<file path="src/rtl/alu_arbiter_pkg.sv">
// Shared ALU op codes and widths for the arbitrated ALU slice.
package alu_arbiter_pkg;

  localparam int OP_W = 4;

  localparam logic [OP_W-1:0] NO_OP = 4'h0;
  localparam logic [OP_W-1:0] ADD   = 4'h1;
  localparam logic [OP_W-1:0] SUB   = 4'h2;
  localparam logic [OP_W-1:0] AND   = 4'h4;
  localparam logic [OP_W-1:0] OR    = 4'h5;
  localparam logic [OP_W-1:0] XOR   = 4'h6;
  localparam logic [OP_W-1:0] ROL   = 4'h8;

endpackage

</file>
<file path="src/rtl/alu_arbiter_alu.sv">
// Registered ALU: one-cycle latency, result register is not reset.
module alu
  import alu_arbiter_pkg::*;
#(
  parameter int WIDTH = 8
) (
  input  logic             i_clk,
  input  logic [OP_W-1:0]  i_op,
  input  logic [WIDTH-1:0] i_arg0,
  input  logic [WIDTH-1:0] i_arg1,
  output logic [WIDTH-1:0] o_res
);

  logic [WIDTH-1:0] res_d;
  logic [WIDTH-1:0] res_q;

  always_comb begin
    res_d = i_arg0;
    case (i_op)
      ADD:     res_d = i_arg0 + i_arg1;
      SUB:     res_d = i_arg0 - i_arg1;
      AND:     res_d = i_arg0 & i_arg1;
      OR:      res_d = i_arg0 | i_arg1;
      XOR:     res_d = i_arg0 ^ i_arg1;
      ROL:     res_d = {i_arg0[WIDTH-2:0], i_arg0[WIDTH-1]};
      default: res_d = i_arg0;
    endcase
  end

  always_ff @(posedge i_clk) begin
    res_q <= res_d;
  end

  assign o_res = res_q;

endmodule

</file>
<file path="src/rtl/alu_arbiter.sv">
// Round-robin share of one registered ALU between two requesters.
module alu_arbiter
  import alu_arbiter_pkg::*;
#(
  parameter int WIDTH = 8
) (
  input  logic             i_clk,
  input  logic             i_rst,
  input  logic             i_req0_valid,
  output logic             o_req0_ready,
  input  logic [OP_W-1:0]  i_req0_op,
  input  logic [WIDTH-1:0] i_req0_arg0,
  input  logic [WIDTH-1:0] i_req0_arg1,
  input  logic             i_req1_valid,
  output logic             o_req1_ready,
  input  logic [OP_W-1:0]  i_req1_op,
  input  logic [WIDTH-1:0] i_req1_arg0,
  input  logic [WIDTH-1:0] i_req1_arg1,
  output logic             o_rsp0_valid,
  input  logic             i_rsp0_ready,
  output logic             o_rsp1_valid,
  input  logic             i_rsp1_ready,
  output logic [WIDTH-1:0] o_rsp_data,
  output logic             o_busy
);

  localparam logic [1:0] S_IDLE = 2'd0;
  localparam logic [1:0] S_EXEC = 2'd1;
  localparam logic [1:0] S_DONE = 2'd2;

  logic [1:0]       state_q, state_d;
  logic             last_q, last_d;
  logic             gnt_q, gnt_d;
  logic [OP_W-1:0]  op_q, op_d;
  logic [WIDTH-1:0] a0_q, a0_d;
  logic [WIDTH-1:0] a1_q, a1_d;

  logic pick0;
  logic pick1;
  logic rsp_ack;

  // Both valid: the side that did not win last time goes next.
  assign pick0 = i_req0_valid & (~i_req1_valid | last_q);
  assign pick1 = i_req1_valid & (~i_req0_valid | ~last_q);
  assign rsp_ack = gnt_q ? i_rsp1_ready : i_rsp0_ready;

  always_ff @(posedge i_clk) begin
    if (i_rst) begin
      state_q <= S_IDLE;
      last_q  <= 1'b1;
      gnt_q   <= 1'b0;
    end else begin
      state_q <= state_d;
      last_q  <= last_d;
      gnt_q   <= gnt_d;
    end
  end

  always_ff @(posedge i_clk) begin
    op_q <= op_d;
    a0_q <= a0_d;
    a1_q <= a1_d;
  end

  always_comb begin
    state_d = state_q;
    last_d  = last_q;
    gnt_d   = gnt_q;
    op_d    = op_q;
    a0_d    = a0_q;
    a1_d    = a1_q;
    case (state_q)
      S_IDLE: begin
        if (pick0 | pick1) begin
          state_d = S_EXEC;
          gnt_d   = pick1;
          op_d    = pick1 ? i_req1_op   : i_req0_op;
          a0_d    = pick1 ? i_req1_arg0 : i_req0_arg0;
          a1_d    = pick1 ? i_req1_arg1 : i_req0_arg1;
        end
      end
      S_EXEC: state_d = S_DONE;
      S_DONE: begin
        if (rsp_ack) begin
          state_d = S_IDLE;
          last_d  = gnt_q;
        end
      end
      default: state_d = S_IDLE;
    endcase
  end

  always_comb begin
    o_req0_ready = (state_q == S_IDLE) & pick0;
    o_req1_ready = (state_q == S_IDLE) & pick1;
    o_rsp0_valid = (state_q == S_DONE) & ~gnt_q;
    o_rsp1_valid = (state_q == S_DONE) & gnt_q;
    o_busy       = (state_q != S_IDLE);
  end

  alu #(.WIDTH(WIDTH)) u_alu (
    .i_clk  (i_clk),
    .i_op   (op_q),
    .i_arg0 (a0_q),
    .i_arg1 (a1_q),
    .o_res  (o_rsp_data)
  );

endmodule

</file>
<file path="config.mk">
export PLATFORM = sky130hd
export DESIGN_NAME = alu_arbiter
export DESIGN_NICKNAME = d
export VERILOG_FILES = /design/src/rtl/alu_arbiter_pkg.sv /design/src/rtl/alu_arbiter_alu.sv /design/src/rtl/alu_arbiter.sv
export SDC_FILE = /design/constraint.sdc
export NUM_CORES = 1
export LEC_CHECK = 0
export BUFFER_PORTS_ARGS = -buffer_cell sky130_fd_sc_hd__buf_2
export CORE_UTILIZATION = 54
export DETAILED_ROUTE_END_ITERATION = 12
export PLACE_DENSITY = 0.81
export SYNTH_ARGS = -nofsm -noshare
export SYNTH_HDL_FRONTEND = slang
export SYNTH_SLANG_ARGS = --single-unit
</file>
<file path="constraint.sdc">
create_clock -name i_clk -period 3.5 [get_ports i_clk]
set_input_delay 0.175 -clock i_clk [delete_from_list [all_inputs] [get_ports i_clk]]
set_output_delay 0.175 -clock i_clk [all_outputs]
set_load 0.02 [all_outputs]
</file>
Yosys cells after proc, flatten, opt, wreduce, memory -nomap -nowiden
Index checks and enable logic that the tools add are counted.
{"block": "classes", "mux": 8, "bitwise": 16, "n_eq_ne": 10, "reduce_logical": 5, "addsub": 2}
{"cell": "8-bit case mux with 6 select lines", "n": 1}
{"cell": "8-bit two-way mux", "n": 2}
{"cell": "4-bit by 3-bit == test with 1-bit output, second input constant", "n": 3}
{"cell": "8-bit adder", "n": 1}
{"cell": "8-bit AND", "n": 1}
{"cell": "8-bit bitwise OR", "n": 1}
{"cell": "8-bit subtractor", "n": 1}
{"cell": "8-bit bitwise XOR", "n": 1}
{"cell": "1-bit AND", "n": 6}
{"cell": "2-bit case mux with 3 select lines", "n": 1}
{"cell": "2-bit AND reduction", "n": 3}
{"cell": "4-bit by 1-bit == test with 1-bit output, second input constant", "n": 1}
{"cell": "4-bit by 2-bit == test with 1-bit output, second input constant", "n": 1}
{"cell": "4-bit == test, second input constant", "n": 1}
{"cell": "2-bit two-way mux", "n": 2}
{"cell": "4-bit two-way mux", "n": 1}
{"cell": "2-bit != test, second input constant", "n": 2}
{"cell": "1-bit inverter", "n": 4}
{"cell": "1-bit bitwise OR", "n": 3}
{"cell": "2-bit by 1-bit == test with 1-bit output, second input constant", "n": 1}
{"cell": "2-bit == test, second input constant", "n": 1}
{"cell": "2-bit logical NOT", "n": 1}
{"cell": "2-bit nonzero test", "n": 1}
{"cell": "1-bit two-way mux", "n": 1}
{"block": "word_totals", "register_bits": 32, "inputBits": 46, "output_inout_bits": 13, "wordCells": 48}

Depth between registers and ports, before layout
Gate-level depths: netlist of run 1.
{"block": "depth", "word_depth": 6, "depth_mapped": 10, "ltp_nobuf": 10}

By module
Synthesis of run 1 repeated with hierarchy kept, for this count alone.
{"block": "hier_totals", "cells_unflattened": 240, "area_unflattened_um2": 2429.8}
{"module": "alu", "instances": 1, "seq_area_each_um2": 160.2, "area_per_inst_um2": 1365.1, "cells_per_inst": 171}
{"module": "alu_arbiter", "instances": 1, "seq_area_each_um2": 680.7, "area_per_inst_um2": 1064.8, "cells_per_inst": 69}

Worst setup path before layout of run 1
OpenSTA, ideal clock, no wires.
{"block": "synth_timing", "path_type": "reg-to-reg", "startpoint": "register op_q[2]", "endpoint": "register u_alu.res_q[6] (netlist: u_alu.o_res[6])", "required_ns": 3.408, "t_arrival_ns": 2.327, "slack_ns": 1.081, "synth_period_minus_slack_ns": 2.419, "n_path_buf": 0, "path_stages_with_launch": 9, "path_cell_list": "edfxtp_1 -> nor4b_4 -> mux2_2 -> fa_1 -> nor2b_1 -> o31a_1 -> o21a_1 -> nor3_1 -> o32ai_1"}
{"block": "synth_between", "elab_chain_len": 2}
{"element": "from (decl)", "line": "alu_arbiter.sv:34", "text": "logic [OP_W-1:0] op_q, op_d;"}
{"element": "from (signal assigned)", "line": "alu_arbiter.sv:60", "text": "op_q <= op_d;"}
{"element": "4-bit == test, or another cell as far along", "line": "alu_arbiter_alu.sv:19", "text": "case (i_op)"}
{"element": "8-bit case mux with 6 select lines (*)", "line": "alu_arbiter_alu.sv:19"}
{"element": "via u_alu.res_d[6]", "line": "alu_arbiter_alu.sv:14", "text": "logic [WIDTH-1:0] res_d;"}
{"element": "to (signal assigned)", "line": "alu_arbiter_alu.sv:31", "text": "res_q <= res_d;"}
{"element": "to (decl)", "line": "alu_arbiter_alu.sv:15", "text": "logic [WIDTH-1:0] res_q;"}
Mark *: on every way through the listed nets, which the timed path passes. The rest lies on a longest branch.
A chain may end at the register's enable or synchronous reset.

Final worst setup path of run 1
{"block": "layout_timing", "startpoint": "register op_q[3]", "endpoint": "register u_alu.res_q[7] (netlist: u_alu.o_res[7])"}
Same word-level chain as after synthesis.

==> impl_metrics.json, run 1 <==
{
  "hold_path_depth": 2,
  "critPathLaunchType": "flip-flop",
  "die_area_mm2": 0.00476,
  "grt_pass1_vias": 1941,
  "num_antenna_cells": 0,
  "dpl-instance-area_mm2": 0.00275,
  "cap_violations": 0,
  "stdcell_count": 352,
  "io_pins": 59,
  "drc": 0,
  "grt_setup_unrepaired": "false",
  "cts_sinks": 32,
  "antenna_left": 0,
  "fp.dieH_um": 69.0,
  "core_area_mm2": 0.00432,
  "rows": 24,
  "synth_seq_cells": 32,
  "drive_gt1_share_pct": 31.7,
  "syn-num-nets": 311,
  "tightest_slew_ns": 1.08,
  "synth_area_leaders": "edfxtp_1 (25%), ha_1 (12%), mux2_2 (10%), dfxtp_1 (9.9%), inv_1 (3.6%)",
  "netlist_instances": 240,
  "synth_top_area_cell": "edfxtp_1",
  "crit_fanout": 13,
  "antenna_found_initial": 0,
  "die_w_um": 69.0,
  "ys_warn_count": 0,
  "met2_usage_pct": 39.6,
  "num_vias": 2019,
  "dp_cells": 344,
  "post-route-util_pct": 65.6,
  "slew_headroom_pct": 27.8,
  "via_per_inst": 5.74,
  "cts_hold_buf": 0,
  "syn_area_mm2": 0.00242,
  "busiest_layer": "met2",
  "firstDrtPassIters": 4,
  "place.detailed.hpwl_um": 3930,
  "synth_ff_type": "edfxtp_1",
  "async_flop_share_pct": 0,
  "numCtsBuffers": 5,
  "grtUsageTotal_pct": 23.3,
  "fin_area_mm2": 0.00284,
  "wl_per_cell_um": 15.0,
  "r2r_setup_slack_ns": 0.64,
  "final_nets": 370,
  "clock_latency_ns": 0.29,
  "clockRootBuffer": "clkbuf_8",
  "synth_edf_count": 20,
  "htree_levels": 2,
  "hold_path_class": "in -> reg",
  "met3_usage_pct": 4.68,
  "drtIter0Drc": 174,
  "max_clock_freq_mhz": 349,
  "synth.distinct_cells": 48,
  "setup_viol": 0,
  "grt_pass1_wl_um": 8850,
  "clkTransAtPathRegs_ns": 0.07,
  "slew_violations": 0,
  "setup.worst_path.end_class": "flip-flop",
  "r2r_cells": 9,
  "critPathKind": "reg -> reg",
  "start_util_pct": 56.1,
  "power.leakage_uw": 0.00126,
  "avgSynthCellArea_um2": 10.1,
  "fin_crit_sh_pct": 81.8,
  "yosysSeqAreaShare_pct": 34.7,
  "cts_buffer_depth": 2,
  "outcome": "finished clean",
  "gr-usage-met1_pct": 29.1,
  "ir_worst_vdd_mv": 0.298,
  "cts_tree": "done",
  "post_cts_buffers": 0,
  "clock_skew_ns": 0.00790,
  "place_congestion": 0.929,
  "post_cts_resized": 0,
  "final.min_clock_period_ns": 2.86,
  "grt_start_max_net_pins": 24,
  "hold_violations": 0,
  "io_buffers": 58,
  "synth_top_area_share_pct": 24.8,
  "overflow": 0,
  "crit_required_ns": 3.73,
  "fin_tns_setup_ns": 0,
  "wl_um": 5260,
  "syn_to_final_growth_pct": 17.0,
  "worst-endpoint-arrival_ns": 3.10,
  "powerDensity_mw_per_mm2": 475
}
## sequential cells by signal, summed over array words and instances, names as in the netlist
signal / flops
a0_q: 8
gnt_q: 1
state_q: 2
a1_q: 8
op_q: 4
last_q: 1
u_alu.o_res: 8
## path summary, 6_finish.rpt
kind         startpoint             end
min reg2reg  state_q[1]      state_q[1]
max reg2reg     op_q[3]  u_alu.o_res[7]
min               i_rst      state_q[1]
max             op_q[3]  u_alu.o_res[7]
## layer usage
layer | vias to the layer above | wire, um
li1 | 990 | -
met5 | - | 0
met3 | 10 | 270
met1 | 953 | 2300
met4 | 0 | 96
met2 | 66 | 2590
## cell type report
class	instances	area, um2
fill	366	1490
multi-input combinational	175	1430
inverter	23	86.3
clock buffer	8	90.1
tap	52	65.1
sequential	32	841
timing repair buffer	62	320
## critical path: stages, from the launching register on
cell      delay [ns]
edfxtp_1        0.56
nor4b_4         0.44
mux2_2          0.41
inv_1           0.07
ha_1            0.22
nor2b_1         0.15
o31ai_1         0.36
a32oi_1         0.20
o32ai_1         0.28
a31o_1          0.14
## logic make-up after synthesis
kind of cell | count (synthesis) | synth area share [%]
simple gates | 63 | 15.1
mux | 25 | 11.5
flops | 32 | 34.7
buf+inv | 33 | 6.35
xor+xnor | 9 | 3.25
compound gates | 53 | 16.0
fa+ha+maj | 25 | 13.2
## cells in the final DEF (no fill, tap or decap), types with 3 or more instances in the layout
cell and instances:
nand2_1 9, nor2b_1 7, buf_4 4, o32ai_1 4, o21ai_0 6, mux2i_1 3, dfxtp_1 12, a32oi_1 5
nor2_1 14, edfxtp_1 20, and2_1 5, buf_2 58, a22oi_1 3, clkbuf_8 6, nor3_1 8, a31oi_1 4
inv_1 23, xnor2_1 8, o21a_1 6, nor3b_1 3, a21oi_1 8, nand3_1 3, nand2b_1 4, mux2_2 22
ha_1 24
## report_power, final
group / switching (uW) / total, uW / internal, uW / leakage (uW)
sequential: 48.7 / 522 / 474 / 0.000296
combinational: 296 / 532 / 236 / 0.000920
clock: 132 / 293 / 160 / 0.0000455
total: 477 / 1350 / 870 / 0.00126
## stage by stage
| stage | hold slack, ns | power (uW) | setup slack, ns |
|---|---|---|---|
| floorplan | 0.247 | 914 | 1.08 |
| global placement | 0.388 | 1040 | 0.810 |
| detailed placement | 0.390 | 1050 | 0.748 |
| CTS | 0.0907 | 1350 | 0.714 |
| global route | 0.0927 | 1430 | 0.480 |
| finish | 0.0886 | 1350 | 0.635 |
## Yosys cell counts (5+ instances only)
library cell	count
a21oi_1	8
a32oi_1	5
and2_1	5
buf_2	6
dfxtp_1	12
edfxtp_1	20
ha_1	24
inv_1	23
mux2_2	22
nand2_1	9
nor2_1	14
nor2b_1	7
nor3_1	8
o21a_1	6
o21ai_0	6
xnor2_1	8
No activity file was read; power rests on OpenSTA's default activity.
==> run 2, diff against run 1 <==
--- a/config.mk
+++ b/config.mk
@@ -6,9 +6,9 @@
 export NUM_CORES = 1
 export LEC_CHECK = 0
 export BUFFER_PORTS_ARGS = -buffer_cell sky130_fd_sc_hd__buf_2
-export CORE_UTILIZATION = 54
+export CORE_UTILIZATION = 49
 export DETAILED_ROUTE_END_ITERATION = 12
-export PLACE_DENSITY = 0.81
+export PLACE_DENSITY = 0.77
 export SYNTH_ARGS = -nofsm -noshare
 export SYNTH_HDL_FRONTEND = slang
 export SYNTH_SLANG_ARGS = --single-unit
==> constraint.sdc (replaced) <==
create_clock -name i_clk -period 2.4 [get_ports i_clk]
set_input_delay 0.12 -clock i_clk [delete_from_list [all_inputs] [get_ports i_clk]]
set_output_delay 0.12 -clock i_clk [all_outputs]
set_load 0.02 [all_outputs]
==> run 2 against run 1 <==
  * The flow now finishes with violations (setup timing)
  * Clock skew is 0.00097 ns lower
  * Cell area rose by 7.5%
  * Power grew 62%
  * Critical path depth rose by 1
  * Wire length is 3.7% higher
  * Worst setup slack lost 0.84 ns
  * Cell count rose by 8.2%
  * Largest power group unchanged
==> impl_metrics.json, run 2 (synthesis results as in run 1) <==
{
  "cts_sinks": 32,
  "critPathLaunchType": "flip-flop",
  "overflow": 0,
  "grt_setup_unrepaired": "true",
  "outcome": "finished, violations left",
  "cts_buffer_depth": 2,
  "final_nets": 384,
  "cpLargestDelayFamily": "compound AO/OA/AOI/OAI gates",
  "crit_fanout": 4,
  "hold_path_class": "in -> reg",
  "die_area_mm2": 0.00523,
  "critPathKind": "reg -> reg",
  "power.leakage_uw": 0.00135,
  "tightest_slew_ns": 0.574,
  "fin_crit_sh_pct": 108,
  "numCtsBuffers": 5,
  "ir_worst_vdd_mv": 0.537,
  "slowest_delay_ns": 0.45,
  "clkTransAtPathRegs_ns": 0.08,
  "via_per_inst": 5.45,
  "wl_per_cell_um": 14.3,
  "slew_headroom_pct": 61.7,
  "setup.worst_path.end_class": "flip-flop",
  "cts_tree": "done",
  "drive_gt1_share_pct": 38.9,
  "core_area_mm2": 0.00475,
  "grt_pass1_vias": 1961,
  "final.min_clock_period_ns": 2.60,
  "cap_violations": 0,
  "setup_viol": 4,
  "dp_cells": 369,
  "fin_area_mm2": 0.00305,
  "antenna_found_initial": 0,
  "firstDrtPassIters": 4,
  "clock_latency_ns": 0.29,
  "final_cell_mix": "buf_2 (58), ha_1 (23), inv_1 (22)",
  "start_util_pct": 51.0,
  "max_clock_freq_mhz": 384,
  "critical_path_buf_inv_count": 1,
  "num_vias": 2075,
  "slowest_stage": "nor4b_4",
  "worst-endpoint-arrival_ns": 2.79,
  "violations": "setup timing",
  "hold_violations": 0,
  "final_common_cell": "buf_2",
  "cts_hold_buf": 0,
  "final.setup.worst_slack_ns": -0.202,
  "clockRootBuffer": "clkbuf_8",
  "htree_levels": 2,
  "fp.dieH_um": 72.3,
  "die_w_um": 72.3,
  "grt_start_max_net_pins": 24,
  "io_buffers": 58,
  "grtUsageTotal_pct": 22.1,
  "crit_chain": "nor4b_4 > buf_4 > a31oi_1 > xnor2_1 > ha_1 > o211a_1 > o31ai_4 > a32oi_2 > o32ai_1 > a31o_1",
  "drtIter0Drc": 126,
  "drc": 0,
  "post-route-util_pct": 64.2,
  "powerDensity_mw_per_mm2": 715,
  "num_antenna_cells": 0,
  "io_pins": 59,
  "wl_um": 5460,
  "dpl-instance-area_mm2": 0.00284,
  "stdcell_count": 381,
  "slew_violations": 0,
  "antenna_left": 0,
  "clock_skew_ns": 0.00693,
  "place.detailed.hpwl_um": 3940,
  "place_congestion": 0.991,
  "rows": 25,
  "crit_required_ns": 2.59,
  "grt_pass1_wl_um": 8810,
  "syn_to_final_growth_pct": 25.8
}
[run 2: layout make-up]
cell class,instances,area [um2]
clock buffers,5,68.8
repair buffers,76,425
clock inverters,3,42.5
inverters,23,86.3
flip-flops and latches,32,841
well taps,67,83.8
multi-input cells,175,1500
fillers,381,1700
[run 2: final timing paths]
check,start,endpoint,slack [ns],cells past startpoint
max,op_q[2],u_alu.o_res[7],-0.20,10
min,i_rst,gnt_q,0.03,2
max reg2reg,op_q[2],u_alu.o_res[7],-0.20,10
min reg2reg,gnt_q,gnt_q,0.56,2
[run 2: timing repair]
action	in CTS	in global routing
endpoints found under the setup margin	4	5
gates cloned	0	0
hold endpoints to repair	0	0
pin swaps	1	6
gates resized for setup	2	12
setup buffers	0	4
[run 2: stage by stage]
step / worst slack, ns / hold slack (ns) / setup TNS, ns / total power [uW]
4_1_cts: -0.0670 / 0.0312 / -0.151 / 2110
5_1_grt: -0.318 / 0.0367 / -1.14 / 2320
2_1_floorplan: -0.0135 / 0.192 / -0.0135 / 1340
6_report: -0.202 / 0.0302 / -0.487 / 2180
3_3_place_gp: -0.0374 / 0.331 / -0.0543 / 1560
3_5_place_dp: -0.102 / 0.337 / -0.155 / 1580
[run 2: per-layer routing]
metal | routed length, um | global-route usage (%)
met1 | 2520 | 29.0
met2 | 2570 | 35.4
met3 | 209 | 4.17
met4 | 160 | 9.80
met5 | 0 | 0
[run 2: power by group]
| part | internal [uW] | switching, uW | total (uW) |
|---|---|---|---|
| Sequential | 690 | 65.8 | 756 |
| Clock | 307 | 215 | 523 |
| Combinational | 425 | 477 | 902 |
==> run 3, diff against run 2 <==
--- a/config.mk
+++ b/config.mk
@@ -6,6 +6,7 @@
 export NUM_CORES = 1
 export LEC_CHECK = 0
 export BUFFER_PORTS_ARGS = -buffer_cell sky130_fd_sc_hd__buf_2
+export CORE_ASPECT_RATIO = 1.75
 export CORE_UTILIZATION = 49
 export DETAILED_ROUTE_END_ITERATION = 12
 export PLACE_DENSITY = 0.77
==> run 3 against run 2 <==
  * The run still ends with setup timing left
  * First-iteration DRC count decreased by 74%
  * Sequential power about the same
  * Core utilization up 0.70 points
  * Clock skew increased by 0.0015 ns
  * Combinational power grew 2.3%
  * Fmax rose by 5.1%
  * Wire length grew 7.0%
  * Die area increased by 0.21%
  * Register-to-register slack better by 0.13 ns
  * Critical path type unchanged
==> impl_metrics.json, run 3 (synthesis results as in run 1) <==
{
  "num_antenna_cells": 0,
  "place_congestion": 0.892,
  "grt_start_max_net_pins": 24,
  "drive_gt1_share_pct": 39.0,
  "critPathKind": "reg -> reg",
  "fin_crit_sh_pct": 103,
  "start_util_pct": 51.5,
  "worst-endpoint-arrival_ns": 2.71,
  "combPwrFrac_pct": 42.3,
  "fill_cells": 396,
  "grt_pass1_vias": 2160,
  "dpl-instance-area_mm2": 0.00284,
  "die_area_mm2": 0.00524,
  "crit_chain": "nor4b_4 > buf_4 > mux2_4 > inv_2 > ha_4 > nor2b_4 > o31ai_2 > a32oi_2 > o32ai_2 > a31o_1",
  "rows": 33,
  "grtUsageTotal_pct": 25.6,
  "drtIter0Drc": 33,
  "cts_buffer_depth": 2,
  "fin_area_mm2": 0.00305,
  "violations": "setup timing",
  "slew_headroom_pct": 51.9,
  "switching_share_pct": 34.7,
  "powerDensity_mw_per_mm2": 716,
  "max_clock_freq_mhz": 404,
  "hold_ws_ns": 0.0440,
  "io_pins": 59,
  "slowest_stage": "edfxtp_1",
  "critPathLaunchType": "flip-flop",
  "clock_latency_ns": 0.29,
  "clkTransAtPathRegs_ns": 0.07,
  "cap_violations": 0,
  "r2r_end": "u_alu.o_res[7]",
  "final_nets": 385,
  "seq_power_share_pct": 34.6,
  "via_per_inst": 5.71,
  "setup_viol": 4,
  "numCtsBuffers": 5,
  "tightest_slew_ns": 0.719,
  "die_w_um": 55.2,
  "io_buffers": 58,
  "wl_um": 5840,
  "p_sw_uw": 759,
  "grt_pass1_wl_um": 9540,
  "critical_path_buf_inv_count": 2,
  "slew_violations": 0,
  "final.min_clock_period_ns": 2.48,
  "crit_path_end": "u_alu.o_res[7]",
  "ir_worst_vdd_mv": 0.691,
  "wl_per_cell_um": 15.9,
  "clockPowerShare_pct": 23.2,
  "cts_tree": "done",
  "antenna_found_initial": 0,
  "htree_levels": 2,
  "crit_start": "op_q[3]",
  "drc": 0,
  "internal_power_uw": 1430,
  "final_cell_mix": "buf_2 (58), ha_1 (23), inv_1 (22)",
  "hold_path_class": "in -> reg",
  "r2r_start": "op_q[3]",
  "grt_setup_unrepaired": "true",
  "final_common_cell": "buf_2",
  "cts_hold_buf": 0,
  "clockRootBuffer": "clkbuf_8",
  "firstDrtPassIters": 4,
  "hold_violations": 0,
  "clock_skew_ns": 0.00847,
  "r2r_setup_slack_ns": -0.08,
  "power.leakage_uw": 0.00137,
  "overflow": 0,
  "cts_sinks": 32,
  "place.detailed.hpwl_um": 4460,
  "r2r_cells": 10,
  "num_vias": 2096,
  "fp.dieH_um": 95.1,
  "slowest_delay_ns": 0.43,
  "antenna_left": 0,
  "crit_required_ns": 2.63,
  "cpLargestDelayFamily": "compound AO/OA/AOI/OAI gates",
  "outcome": "finished, violations left",
  "crit_fanout": 4,
  "core_area_mm2": 0.00471,
  "worst-path-stages": 10,
  "final.setup.worst_slack_ns": -0.0768,
  "setup.worst_path.end_class": "flip-flop",
  "syn_to_final_growth_pct": 25.9
}
-- run 3: cell count changes in the layout (fill, tap and decap cells not counted), sizes merged --
cell	previous run	this run
clkinvlp	1	0
buf	76	77
clkinv	1	2
-- run 3: how the worst min path moves through the flow --
stage	startpoint	end	slack, ns	depth (start not counted)
6_report	i_rst	gnt_q	0.04	2
5_1_grt	i_rst	gnt_q	0.04	2
4_1_cts	i_rst	state_q[1]	0.04	2
3_5_place_dp	i_rst	state_q[1]	0.34	2
3_3_place_gp	i_rst	state_q[1]	0.34	2
2_1_floorplan	i_rst	gnt_q	0.19	1
-- run 3: power by group through the flow --
stage	Clock (uW)	Combinational [uW]	Sequential [uW]
floorplan	0	528	808
global placement	0	805	762
detailed placement	0	827	766
CTS	514	868	755
global route	531	1020	770
finish	507	923	755
-- run 3: through the flow --
stage / power (uW) / std cells / utilization (%) / setup TNS [ns] / worst slack (ns)
after detailed placement: 1590 / 356 / 60.3 / -0.237 / -0.113
after global placement: 1570 / 356 / 60.3 / -0.0760 / -0.0509
after global routing: 2320 / 367 / 64.9 / -0.735 / -0.177
after floorplan: 1340 / 240 / - / -0.0135 / -0.0135
final: 2190 / 367 / 64.9 / -0.212 / -0.0768
after CTS: 2140 / 366 / 63.5 / -0.113 / -0.0585
-- run 3: worst register-to-register path: cells and delay by family (launching register included) --
kind	cells	cell delay, ns
DFF	1	0.43
muxes	1	0.33
AOI/OAI and AO/OA	4	0.83
buffers and inverters	2	0.25
adders and majority gates	1	0.19
and+or+nand+nor	2	0.41
-- run 3: per-layer routing --
layer  up-vias  track usage (%)  share of wire, %
met5         -                0                 0
met4         0             13.3               4.2
met3        17             3.83               3.7
met2        66             46.9                56
met1       988             26.1                36
li1       1025                -                 -
-- run 3: cell type report --
class,instances,area (um2),share of cell area [%]
sequential,32,841,27.5
clock inverter,3,37.5,1.23
inverter,23,86.3,2.83
multi-input combinational,175,1520,49.7
timing repair buffer,77,437,14.3
clock buffer,5,68.8,2.25
tap,52,65.1,2.13
-- run 3: repair_timing --
item,in CTS,in global routing
resized for setup,6,11
pin swaps,3,5
endpoints found under the setup margin,3,6
buffers inserted,2,1
